==> src/rtl/uart_tx_lec.sv <==
// uart_tx_lec
//   Byte-wide UART serialiser. A start request captures an 8-bit word, which
//   is then sent as a standard frame on one serial line: start bit 0, d0..d7
//   LSB first, then STOP_BITS stop bits at 1. Bit timing comes from a slower
//   bit-rate strobe (txck). txck is synchronised into the clk domain and
//   edge-detected here to make a one-clk tick.
//
// Parameters
//   SYNC_STAGES  flip-flop stages used to synchronise txck (>= 2)
//   STOP_BITS    stop bits per frame (1 or 2)
//
// Ports
//   clk     in   1  system clock, rising edge
//   rst     in   1  synchronous active-high reset; aborts any frame in progress
//   txck    in   1  bit-rate strobe; each rising edge is one bit period
//   tstart  in   1  level-sensitive start request, only accepted when idle
//   txpd    in   8  parallel data, captured when the request is accepted
//   txsd    out  1  serial data line, idle high, registered
//   bcnt    out  4  bit position of the frame in progress (0 when idle)
module uart_tx_lec #(
  parameter int unsigned SYNC_STAGES = 2,
  parameter int unsigned STOP_BITS   = 1
) (
  input  logic       clk,
  input  logic       rst,
  input  logic       txck,
  input  logic       tstart,
  input  logic [7:0] txpd,
  output logic       txsd,
  output logic [3:0] bcnt
);

  // bcnt value held during the last stop bit
  localparam logic [3:0] LAST_BCNT = 4'(10 + STOP_BITS - 1);

  typedef enum logic [2:0] {
    S_IDLE,
    S_ARMED,
    S_START,
    S_DATA,
    S_STOP
  } state_t;

  logic [SYNC_STAGES-1:0] r_sync;
  logic                   r_prev;
  logic                   r_tick;

  state_t     r_state;
  state_t     w_state_n;
  logic [7:0] r_shift;
  logic [7:0] w_shift_n;
  logic       r_txsd;
  logic       w_txsd_n;
  logic [3:0] r_bcnt;
  logic [3:0] w_bcnt_n;

  // Synchroniser, then a registered rising-edge pulse: with two stages the
  // tick is high after the third clk edge following a txck rise.
  always_ff @(posedge clk) begin
    if (rst) begin
      r_sync <= '0;
      r_prev <= 1'b0;
      r_tick <= 1'b0;
    end else begin
      r_sync <= {r_sync[SYNC_STAGES-2:0], txck};
      r_prev <= r_sync[SYNC_STAGES-1];
      r_tick <= r_sync[SYNC_STAGES-1] & ~r_prev;
    end
  end

  always_ff @(posedge clk) begin
    if (rst) begin
      r_state <= S_IDLE;
      r_shift <= '0;
      r_txsd  <= 1'b1;
      r_bcnt  <= '0;
    end else begin
      r_state <= w_state_n;
      r_shift <= w_shift_n;
      r_txsd  <= w_txsd_n;
      r_bcnt  <= w_bcnt_n;
    end
  end

  always_comb begin
    w_state_n = r_state;
    w_shift_n = r_shift;
    w_txsd_n  = r_txsd;
    w_bcnt_n  = r_bcnt;
    case (r_state)
      S_IDLE: begin
        w_txsd_n = 1'b1;
        w_bcnt_n = '0;
        // A tick arriving in the accept cycle is deliberately ignored; the
        // start bit always waits for the following tick.
        if (tstart) begin
          w_shift_n = txpd;
          w_state_n = S_ARMED;
        end
      end
      S_ARMED: begin
        if (r_tick) begin
          w_state_n = S_START;
          w_txsd_n  = 1'b0;
          w_bcnt_n  = 4'd1;
        end
      end
      S_START: begin
        if (r_tick) begin
          w_state_n = S_DATA;
          w_txsd_n  = r_shift[0];
          w_shift_n = {1'b0, r_shift[7:1]};
          w_bcnt_n  = 4'd2;
        end
      end
      S_DATA: begin
        if (r_tick) begin
          if (r_bcnt == 4'd9) begin
            w_state_n = S_STOP;
            w_txsd_n  = 1'b1;
            w_bcnt_n  = 4'd10;
          end else begin
            w_txsd_n  = r_shift[0];
            w_shift_n = {1'b0, r_shift[7:1]};
            w_bcnt_n  = r_bcnt + 4'd1;
          end
        end
      end
      S_STOP: begin
        w_txsd_n = 1'b1;
        if (r_tick) begin
          if (r_bcnt == LAST_BCNT) begin
            w_state_n = S_IDLE;
            w_bcnt_n  = '0;
          end else begin
            w_bcnt_n = r_bcnt + 4'd1;
          end
        end
      end
      default: begin
        w_state_n = S_IDLE;
        w_txsd_n  = 1'b1;
        w_bcnt_n  = '0;
      end
    endcase
  end

  assign txsd = r_txsd;
  assign bcnt = r_bcnt;

endmodule

==> config.mk <==
export PLATFORM = sky130hd
export DESIGN_NAME = uart_tx_lec
export DESIGN_NICKNAME = d
export VERILOG_FILES = /design/src/rtl/uart_tx_lec.sv
export SDC_FILE = /design/constraint.sdc
export NUM_CORES = 1
export LEC_CHECK = 0
export CAP_MARGIN = 10
export CORE_MARGIN = 5
export CORE_UTILIZATION = 50
export CTS_CLUSTER_DIAMETER = 120
export CTS_CLUSTER_SIZE = 28
export DETAILED_ROUTE_END_ITERATION = 10
export PLACE_DENSITY = 0.77
export SKIP_LAST_GASP = 1
export SYNTH_ARGS = -nofsm -noshare
export SYNTH_HDL_FRONTEND = slang
export SYNTH_SLANG_ARGS = --single-unit
==> constraint.sdc <==
create_clock -name clk -period 2.3 [get_ports clk]
set_input_delay 0.46 -clock clk [delete_from_list [all_inputs] [get_ports clk]]
set_output_delay 0.46 -clock clk [all_outputs]
set_load 0.03 [all_outputs]
==> impl_metrics.json <==
{
  "yosysTopAreaCell": "dfxtp_1",
  "nNetsFinal": 141,
  "grt_max_degree": 16,
  "critPathRequiredTime_ps": 1840,
  "worstSetupEndpointType": "output port",
  "io_pins": 17,
  "cts_setup_buffers": 0,
  "max_slew_margin_pct": 71.9,
  "ff2ff_path_depth": 6,
  "crit_slowest_cell": "clkdlybuf4s50_1",
  "drt_iter0_drc": 19,
  "initial_core_util_pct": 53.0,
  "dpl_cell_area_mm2": 0.00122,
  "clk_latency_ps": 300,
  "routedWlPerCell_um": 12.8,
  "synth_seq_cells": 20,
  "synth.most_common_cell": "dfxtp_1",
  "cts_htree_levels": 1,
  "cts_tree": "built",
  "final_cell_area_mm2": 0.00125,
  "area_growth_pct": 19.2,
  "grt_pass1_vias": 838,
  "hold_class": "register to register",
  "endpoint": "bcnt[0]",
  "reg2reg_setup_slack_ps": 630,
  "dominantRegCellSynth": "dfxtp_1",
  "leakage_nw": 0.442,
  "cts_sinks": 20,
  "grt-ovfl-total": 0,
  "hpwl_um": 1460,
  "die_x_um": 55.8,
  "cp_top_family": "buffers and inverters",
  "max_stage_delay_ps": 700,
  "cp.buffers_inverters": 1,
  "reg2reg_from": "bcnt[1]",
  "setup_violations": 0,
  "core_mm2": 0.00198,
  "cp-start-kind": "register",
  "antenna_found_initial": 0,
  "clock_skew_ps": 5.41,
  "worst_slack_ps": 400,
  "yosysUniqueCellTypes": 35,
  "yosysTopAreaCellShare_pct": 38.1,
  "place.gp.congestion": 0.851,
  "cp-startpoint": "bcnt[0]",
  "ir_worst_vdd_v": 0.000328,
  "whs_path_depth": 1,
  "cp_max_fo": 6,
  "path_depth": 1,
  "syn_avg_cell_area_um2": 9.55,
  "ant_nets": 0,
  "cts_resized": 0,
  "cts_buffers": 3,
  "grt_first_pass_wirelength_um": 3590,
  "synthesis.instances": 110,
  "grt_util_all_layers_pct": 14.4,
  "synth_area_leaders": "dfxtp_1 (38%), a211oi_2 (8.3%), mux2i_1 (7.6%)",
  "synthArstFlopShare_pct": 0,
  "preCtsSetupSlack_ps": 435,
  "drc": 0,
  "synthesis.nets": 125,
  "postCtsHoldBufs": 0,
  "worstMarginPinSlew_ps": 421,
  "crit_type": "register to output port",
  "slew_viol_final": 0,
  "clock_path_buffers": 2,
  "drv_cap": 0,
  "num_rows": 16,
  "period_needed_ps": 1900,
  "die-area_mm2": 0.00312,
  "path_clk_slew_ps": 110,
  "cts-root-buf": "clkbuf_4",
  "drive_above_1_share_pct": 13.6,
  "arrival_ps": 1440,
  "rsz0062_at_grt": "false",
  "vias": 852,
  "synth_edf_count": 0,
  "p_total_mw": 0.667,
  "nFillCells": 169,
  "fmax_mhz": 526,
  "num_antenna_cells": 0,
  "synth_seq_area_share_pct": 38.1,
  "hold_viol_final": 0,
  "die_h_um": 55.8,
  "status": "finished clean",
  "tns_ps": 0,
  "path_cells": "clkdlybuf4s50_1",
  "detail_route.wirelength_um": 1950,
  "finish.utilization_pct": 63.2,
  "powerDensity_mw_per_mm2": 533,
  "synth_area_mm2": 0.00105,
  "via_per_inst": 5.61,
  "synth_commonest_cells": "dfxtp_1 (20), nor2_1 (14), mux2i_1 (8)",
  "ys_warn_count": 0,
  "portBuffers": 16,
  "drtPass1Iterations": 4,
  "post-route-period-util_pct": 82.6,
  "r2r-end": "r_shift[7]"
}
-- power breakdown --
group / internal [mW] / switching, mW / leakage (nW)
combinational: 0.0483 / 0.0426 / 0.257
sequential: 0.363 / 0.0138 / 0.164
clock: 0.0966 / 0.103 / 0.0210
total: 0.508 / 0.159 / 0.442
-- state kept, by name, indices dropped and copies added (netlist names) --
name and cells:
txsd 1, r_sync 2, r_prev 1, r_tick 1
bcnt 4, r_state 3, r_shift 8
-- layer usage --
layer	track usage, %	wire length, um	vias up	share of wire, %
li1	-	-	426	-
met1	15.8	854	394	44
met2	24.0	936	28	48
met3	3.94	113	4	5.8
met4	9.83	48	0	2.5
met5	0	0	-	0
-- area by class of cell --
| cell class | count | area (um^2) | area share (%) |
|---|---|---|---|
| inverters | 5 | 18.8 | 1.50 |
| flip-flops and latches | 20 | 400 | 32.0 |
| repair buffers | 18 | 175 | 14.0 |
| well taps | 27 | 33.8 | 2.70 |
| multi-input cells | 78 | 588 | 47.0 |
| clock buffers | 4 | 36.3 | 2.90 |
-- cell usage in the layout (no fill, tap or decap), drive strengths merged --
| cell type | instances |
|---|---|
| a2111oi | 1 |
| a211oi | 12 |
| a21o | 1 |
| a21oi | 4 |
| a221oi | 1 |
| a31oi | 1 |
| a32o | 1 |
| and2b | 1 |
| and3b | 2 |
| buf | 2 |
| clkbuf | 4 |
| clkdlybuf4s50 | 16 |
| dfxtp | 20 |
| ha | 3 |
| inv | 5 |
| maj3 | 1 |
| mux2 | 1 |
| mux2i | 8 |
| nand2 | 4 |
| nand2b | 1 |
| nand3 | 1 |
| nand3b | 2 |
| nand4 | 1 |
| nand4bb | 1 |
| nor2 | 14 |
| nor2b | 6 |
| nor3 | 4 |
| nor4 | 1 |
| o221ai | 1 |
| o22ai | 1 |
| o32ai | 1 |
| or3b | 1 |
| xor2 | 2 |
-- how the worst min path moves through the flow --
stage	slack, ps	to	startpoint
global placement	370	r_tick	r_prev
CTS	400	r_tick	r_prev
finish	400	r_tick	r_prev
floorplan	370	r_tick	r_prev
global route	430	r_tick	r_prev
detailed placement	390	r_tick	r_prev
-- stage by stage --
step	hold WS, ps	cells
2_1_floorplan	367	110
3_3_place_gp	372	148
3_5_place_dp	386	148
4_1_cts	402	152
5_1_grt	431	152
6_report	398	152
-- cell families after synthesis --
group	share of synthesized area (%)
adder cells (fa/ha/maj)	4.52
multiplexers	9.05
flip-flops	38.1
AND/OR/NAND/NOR	20.6
AO/OA/AOI/OAI	20.1
buffers and inverters	5.95
XOR/XNOR	1.67
Power figures use the tool's default switching activity.
